<file path="src/rtl/cpu_run_ctrl.sv">
// cpu_run_ctrl: debug run controller for a single CPU.
//   Accepts debug commands (RUN, STEP, HALT, CPURST, breakpoint setup) over a
//   valid/ready handshake and drives the CPU clock enable and CPU reset.
//
// Ports
//   clk        in   system clock, rising edge
//   rstn       in   asynchronous active-low reset
//   cmd_valid  in   command present
//   cmd_ready  out  command accepted when cmd_valid && cmd_ready at a clk edge
//   cmd_op     in   0 NOP, 1 RUN, 2 STEP, 3 HALT, 4 CPURST, 5 SETBP0, 6 SETBP1, 7 CLRBP
//   cmd_arg    in   STEP count in [15:0], breakpoint address for SETBP0/1
//   pc         in   IF-stage PC of the controlled CPU
//   cpu_ce     out  CPU clock enable (combinational)
//   cpu_rstn   out  registered active-low CPU reset
//   halted     out  high while IDLE
//   done       out  one-cycle pulse when RUN/STEP ends
//   bp_hit     out  one-cycle pulse when RUN ends on a breakpoint
//   err        out  one-cycle pulse on an illegal accepted command
//   state      out  0 IDLE, 1 RUN, 2 STEP, 3 RESET
module cpu_run_ctrl #(
    parameter int unsigned RST_CYCLES = 4
) (
    input  logic        clk,
    input  logic        rstn,
    input  logic        cmd_valid,
    output logic        cmd_ready,
    input  logic [2:0]  cmd_op,
    input  logic [31:0] cmd_arg,
    input  logic [31:0] pc,
    output logic        cpu_ce,
    output logic        cpu_rstn,
    output logic        halted,
    output logic        done,
    output logic        bp_hit,
    output logic        err,
    output logic [1:0]  state
);

    typedef enum logic [1:0] {
        ST_IDLE  = 2'd0,
        ST_RUN   = 2'd1,
        ST_STEP  = 2'd2,
        ST_RESET = 2'd3
    } state_e;

    typedef enum logic [2:0] {
        OP_NOP    = 3'd0,
        OP_RUN    = 3'd1,
        OP_STEP   = 3'd2,
        OP_HALT   = 3'd3,
        OP_CPURST = 3'd4,
        OP_SETBP0 = 3'd5,
        OP_SETBP1 = 3'd6,
        OP_CLRBP  = 3'd7
    } op_e;

    localparam logic [7:0] RST_LOAD = 8'(RST_CYCLES);

    state_e      state_q;
    logic [7:0]  rst_cnt_q;
    logic [15:0] step_cnt_q;
    logic [31:0] bp0_q, bp1_q;
    logic        bp0_en_q, bp1_en_q;
    logic        first_run_q;
    logic        cpu_rstn_q;
    logic        done_q, bp_hit_q, err_q;

    op_e  op;
    logic accept;
    logic hit;
    logic busy_illegal;

    assign op           = op_e'(cmd_op);
    assign cmd_ready    = (state_q != ST_RESET);
    assign accept       = cmd_valid && cmd_ready;
    assign busy_illegal = (op == OP_RUN) || (op == OP_STEP) || (op == OP_CPURST);

    // The first RUN cycle ignores breakpoints so a resume from a hit
    // executes the instruction at the breakpoint address.
    assign hit = ((bp0_en_q && (pc == bp0_q)) || (bp1_en_q && (pc == bp1_q)))
                 && !first_run_q;

    assign cpu_ce   = (state_q == ST_STEP) || ((state_q == ST_RUN) && !hit);
    assign cpu_rstn = cpu_rstn_q;
    assign halted   = (state_q == ST_IDLE);
    assign done     = done_q;
    assign bp_hit   = bp_hit_q;
    assign err      = err_q;
    assign state    = state_q;

    always_ff @(posedge clk or negedge rstn) begin
        if (!rstn) begin
            state_q     <= ST_RESET;
            rst_cnt_q   <= RST_LOAD;
            step_cnt_q  <= '0;
            bp0_q       <= '0;
            bp1_q       <= '0;
            bp0_en_q    <= 1'b0;
            bp1_en_q    <= 1'b0;
            first_run_q <= 1'b0;
            cpu_rstn_q  <= 1'b0;
            done_q      <= 1'b0;
            bp_hit_q    <= 1'b0;
            err_q       <= 1'b0;
        end else begin
            done_q   <= 1'b0;
            bp_hit_q <= 1'b0;
            err_q    <= 1'b0;

            // Breakpoint commands are state-independent (RESET never accepts).
            if (accept) begin
                case (op)
                    OP_SETBP0: begin bp0_q <= cmd_arg; bp0_en_q <= 1'b1; end
                    OP_SETBP1: begin bp1_q <= cmd_arg; bp1_en_q <= 1'b1; end
                    OP_CLRBP:  begin bp0_en_q <= 1'b0; bp1_en_q <= 1'b0; end
                    default: ;
                endcase
            end

            case (state_q)
                ST_IDLE: begin
                    if (accept) begin
                        case (op)
                            OP_RUN: begin
                                state_q     <= ST_RUN;
                                first_run_q <= 1'b1;
                            end
                            OP_STEP: begin
                                state_q    <= ST_STEP;
                                step_cnt_q <= (cmd_arg[15:0] == 16'd0) ? 16'd1 : cmd_arg[15:0];
                            end
                            OP_CPURST: begin
                                state_q    <= ST_RESET;
                                rst_cnt_q  <= RST_LOAD;
                                cpu_rstn_q <= 1'b0;
                            end
                            default: ;
                        endcase
                    end
                end

                ST_RUN: begin
                    first_run_q <= 1'b0;
                    // A hit and a HALT in the same cycle end RUN once.
                    if (hit) begin
                        state_q  <= ST_IDLE;
                        done_q   <= 1'b1;
                        bp_hit_q <= 1'b1;
                    end else if (accept && (op == OP_HALT)) begin
                        state_q <= ST_IDLE;
                        done_q  <= 1'b1;
                    end
                    if (accept && busy_illegal) begin
                        err_q <= 1'b1;
                    end
                end

                ST_STEP: begin
                    step_cnt_q <= step_cnt_q - 16'd1;
                    if ((step_cnt_q == 16'd1) || (accept && (op == OP_HALT))) begin
                        state_q <= ST_IDLE;
                        done_q  <= 1'b1;
                    end
                    if (accept && busy_illegal) begin
                        err_q <= 1'b1;
                    end
                end

                ST_RESET: begin
                    if (rst_cnt_q <= 8'd1) begin
                        state_q    <= ST_IDLE;
                        cpu_rstn_q <= 1'b1;
                    end else begin
                        rst_cnt_q <= rst_cnt_q - 8'd1;
                    end
                end
            endcase
        end
    end

endmodule

</file>
<file path="config.mk">
export PLATFORM = sky130hd
export DESIGN_NAME = cpu_run_ctrl
export DESIGN_NICKNAME = d
export VERILOG_FILES = /design/src/rtl/cpu_run_ctrl.sv
export SDC_FILE = /design/constraint.sdc
export NUM_CORES = 1
export LEC_CHECK = 0
export BUFFER_PORTS_ARGS = -buffer_cell sky130_fd_sc_hd__buf_2
export CAP_MARGIN = 20
export CORE_MARGIN = 2
export CORE_UTILIZATION = 35
export DETAILED_ROUTE_END_ITERATION = 10
export SETUP_SLACK_MARGIN = 0.4
export SLEW_MARGIN = 40
export SYNTH_ARGS = -nofsm -noshare
export SYNTH_HDL_FRONTEND = slang
export SYNTH_SLANG_ARGS = --single-unit
</file>
<file path="constraint.sdc">
create_clock -name clk -period 2.3 [get_ports clk]
set_clock_uncertainty 0.15 [all_clocks]
set_input_delay 0.23 -clock clk [delete_from_list [all_inputs] [get_ports clk]]
set_output_delay 0.23 -clock clk [all_outputs]
set_load 0.1 [all_outputs]
</file>
==> out/results.tsv <==
metric	value	unit
unrepaired_setup_endpoints_after_global_routing	true	
detail_route.wl_per_cell	19.2	um
layout-area-overhead-vs-synth	50.7	%
rows	44	
dieWidth	125	um
netlist.area_leader.share	46.0	%
cp.required	1920	ps
timing.critical_path.to_type	primary output	
grt_start_max_net_pins	42	
gr_ovfl_total	0	
clkTransAtPathRegs	70	ps
setup_viol	5	
dpl-instance-area	0.00602	mm2
place_congestion	0.778	
dpl.cell_count	744	
max_slew.worst_pin.slew	564	ps
maxCapViolCount	0	
layout_common_cells	dfrtp_1 (94), buf_2 (74), mux2_4 (63)	
worstSetupStartpointType	register	
drt.antenna.violating_nets	0	
dp_slack	-224	ps
drt_pre_antenna_iters	4	
synth_async_sr_flop_share	100	%
postSynthNetCount	546	
grtUsageTotal	20.4	%
slew_viol_final	0	
clock_latency	350	ps
syn_area	0.00511	mm2
drc	0	
hold_ws	39.9	ps
detail_route.iter0.violations	198	
clock_sinks	97	
power-per-cell-area	1080	mW/mm2
layout.core_utilization	53.6	%
final_net_count	712	
ios	79	
cp_cell_sequence	xor2_1, nor4_2, buf_4, nand4_1, or4_4, o22ai_4, o21ai_2, buf_12	
route.vias.total	4268	
netlist.top_cell.by_area	dfrtp_1	
layout_commonest_cell	dfrtp_1	
drt-vias-per-instance	5.19	
tritoncts.num_buffers	9	
irDropWorstVdd	0.563	mV
placeable_area	0.0144	mm2
die-height	125	um
clockRootBuffer	clkbuf_16	
critical_path_arrival	2450	ps
finalCriticalPeriod	2830	ps
stdcell_count	822	
max_stage_delay	560	ps
final.fill_count	1225	
failed_checks	negative setup slack	
wire_length_of_the_first_global_routing_pass	24.6	mm
grt_antenna_before_repair	1	
antennaDiodeCount	0	
ys_warn_count	0	
worst_hold_path_type	primary input to register	
numPortBuffers	78	
critPathKind	register to primary output	
drt_wl_total	15.8	mm
tritoncts	yes	
cts_max_level	3	
timing.critical_path.fanout_max	3	
yosys_reg_bits	97	
postSynthCellCount	467	
cpMaxStageDelayCell	or4_4	
synth-seq-area-share	47.6	%
hpwlAfterDp	9.73	mm
synth_cell_types	44	
synth_enable_flop_cells	0	
layout-drive-gt1-share	46.6	%
floorplan.die_area	0.0156	mm2
fmax	353	MHz
clock_tree_buf_depth	2	
finish.instance_area	0.00770	mm2
synthFlopType	dfrtp_1	
leakagePower	3.40	nW
syn-mean-instance-area	10.9	um2
period_utilisation_layout	123	%
start_util	35.6	%
final.setup.worst_slack	-531	ps
synthTopCellsByArea	dfrtp_1 (46%), mux2_2 (14%), xnor2_1 (6.2%), xor2_1 (6.2%), a21oi_1 (2.8%)	
timing.max_slew.rel_slack	62.4	%
finalHoldViolCount	0	
first_global_vias	4507	
outcome	complete, but fails checks	
-- where the power goes --
| part | internal [mW] | switching (mW) |
|---|---|---|
| sequential | 2.34 | 0.580 |
| clock | 0.853 | 0.690 |
| combinational | 1.93 | 1.92 |
| total | 5.13 | 3.19 |
-- repair_timing --
item                                    CTS  global route
buffers inserted                         31             4
endpoints found under the hold margin    70             0
gates cloned                             10             0
pin swaps                                16            24
endpoints found under the setup margin   92            96
gates resized for setup                 136            46
hold buffers                             17             0
-- final cells by class --
type / instances / area (um2) / share of cell area (%)
Sequential cell: 97 / 2440 / 31.7
Tap cell: 184 / 230 / 2.99
Clock inverter: 7 / 75.1 / 0.975
Inverter: 12 / 57.6 / 0.748
Multi-Input combinational cell: 342 / 3150 / 40.9
Timing Repair Buffer: 171 / 1520 / 19.8
Clock buffer: 9 / 225 / 2.93
-- per-layer routing --
metal / GRT usage (%) / share of wire (%) / vias to the layer above
li1: - / - / 1992
met1: 24.6 / 40 / 2146
met2: 35.1 / 51 / 100
met3: 6.23 / 6.0 / 28
met4: 6.27 / 2.5 / 2
met5: 0 / 0.082 / -
-- synth_stat cells (all sizes together), types with 2 or more instances --
cell / count
xnor2: 36
or3: 2
nor4: 16
nand3: 10
nand2b: 4
o21ai: 24
o22ai: 5
nand3b: 2
a22oi: 2
mux2: 64
a31oi: 2
dfrtp: 94
nand2: 25
and3: 3
buf: 8
inv: 12
a21oi: 29
clkbuf: 9
a211oi: 2
a21o: 3
o32ai: 2
xor2: 36
dfstp: 3
nor2: 24
nor2b: 4
ha: 9
mux2i: 4
nand4: 11
and2: 5
nor3: 6
-- sequential cells by signal, indices dropped and copies added, names as in the netlist --
signal       cells
bp1_en_q         1
step_cnt_q      16
bp0_q           32
cpu_rstn         1
bp0_en_q         1
bp_hit           1
state            2
bp1_q           32
err              1
rst_cnt_q        8
done             1
first_run_q      1
-- path summary, 6_finish.rpt --
check                                 startpoint                  endpoint  slack (ps)  cells past startpoint
hold / removal                        cmd_arg[9]      bp0_q[9]$_DFFE_PN0P_          40                      2
setup reg to reg           bp1_q[10]$_DFFE_PN0P_      state[0]$_DFFE_PN1P_        -230                      9
hold reg to reg             bp0_en_q$_DFFE_PN0P_      bp0_en_q$_DFFE_PN0P_         350                      1
max in group asynchronous                   rstn  rst_cnt_q[2]$_DFFE_PN1P_        1080                      3
setup / recovery           bp1_q[10]$_DFFE_PN0P_                    cpu_ce        -530                      8
min in group asynchronous                   rstn      bp1_q[1]$_DFFE_PN0P_         260                      2
-- stage by stage --
stage | total power [mW] | TNS (ps)
after floorplan | 4.83 | -890
after global placement | 5.47 | -671
after detailed placement | 5.59 | -817
after CTS | 8.03 | -876
after global routing | 8.79 | -1540
final | 8.32 | -970
-- worst max-delay path: cells and delay by family, from the launching register on --
kind / cells / cell delay, ps
AOI/OAI and AO/OA: 2 / 310
xor gates and xnor gates: 1 / 150
buffers and inverters: 2 / 320
DFF: 1 / 390
and+or+nand+nor: 3 / 930
-- cell families after synthesis --
| logic type | share of synthesized area (%) |
|---|---|
| AO/OA/AOI/OAI | 8.79 |
| XOR/XNOR | 12.3 |
| flip-flops | 47.6 |
| AND/OR/NAND/NOR | 11.9 |
| adder cells (fa/ha/maj) | 2.20 |
| buffers and inverters | 2.33 |
| multiplexers | 14.9 |
Note: power is estimated with default switching activity, not from simulation.
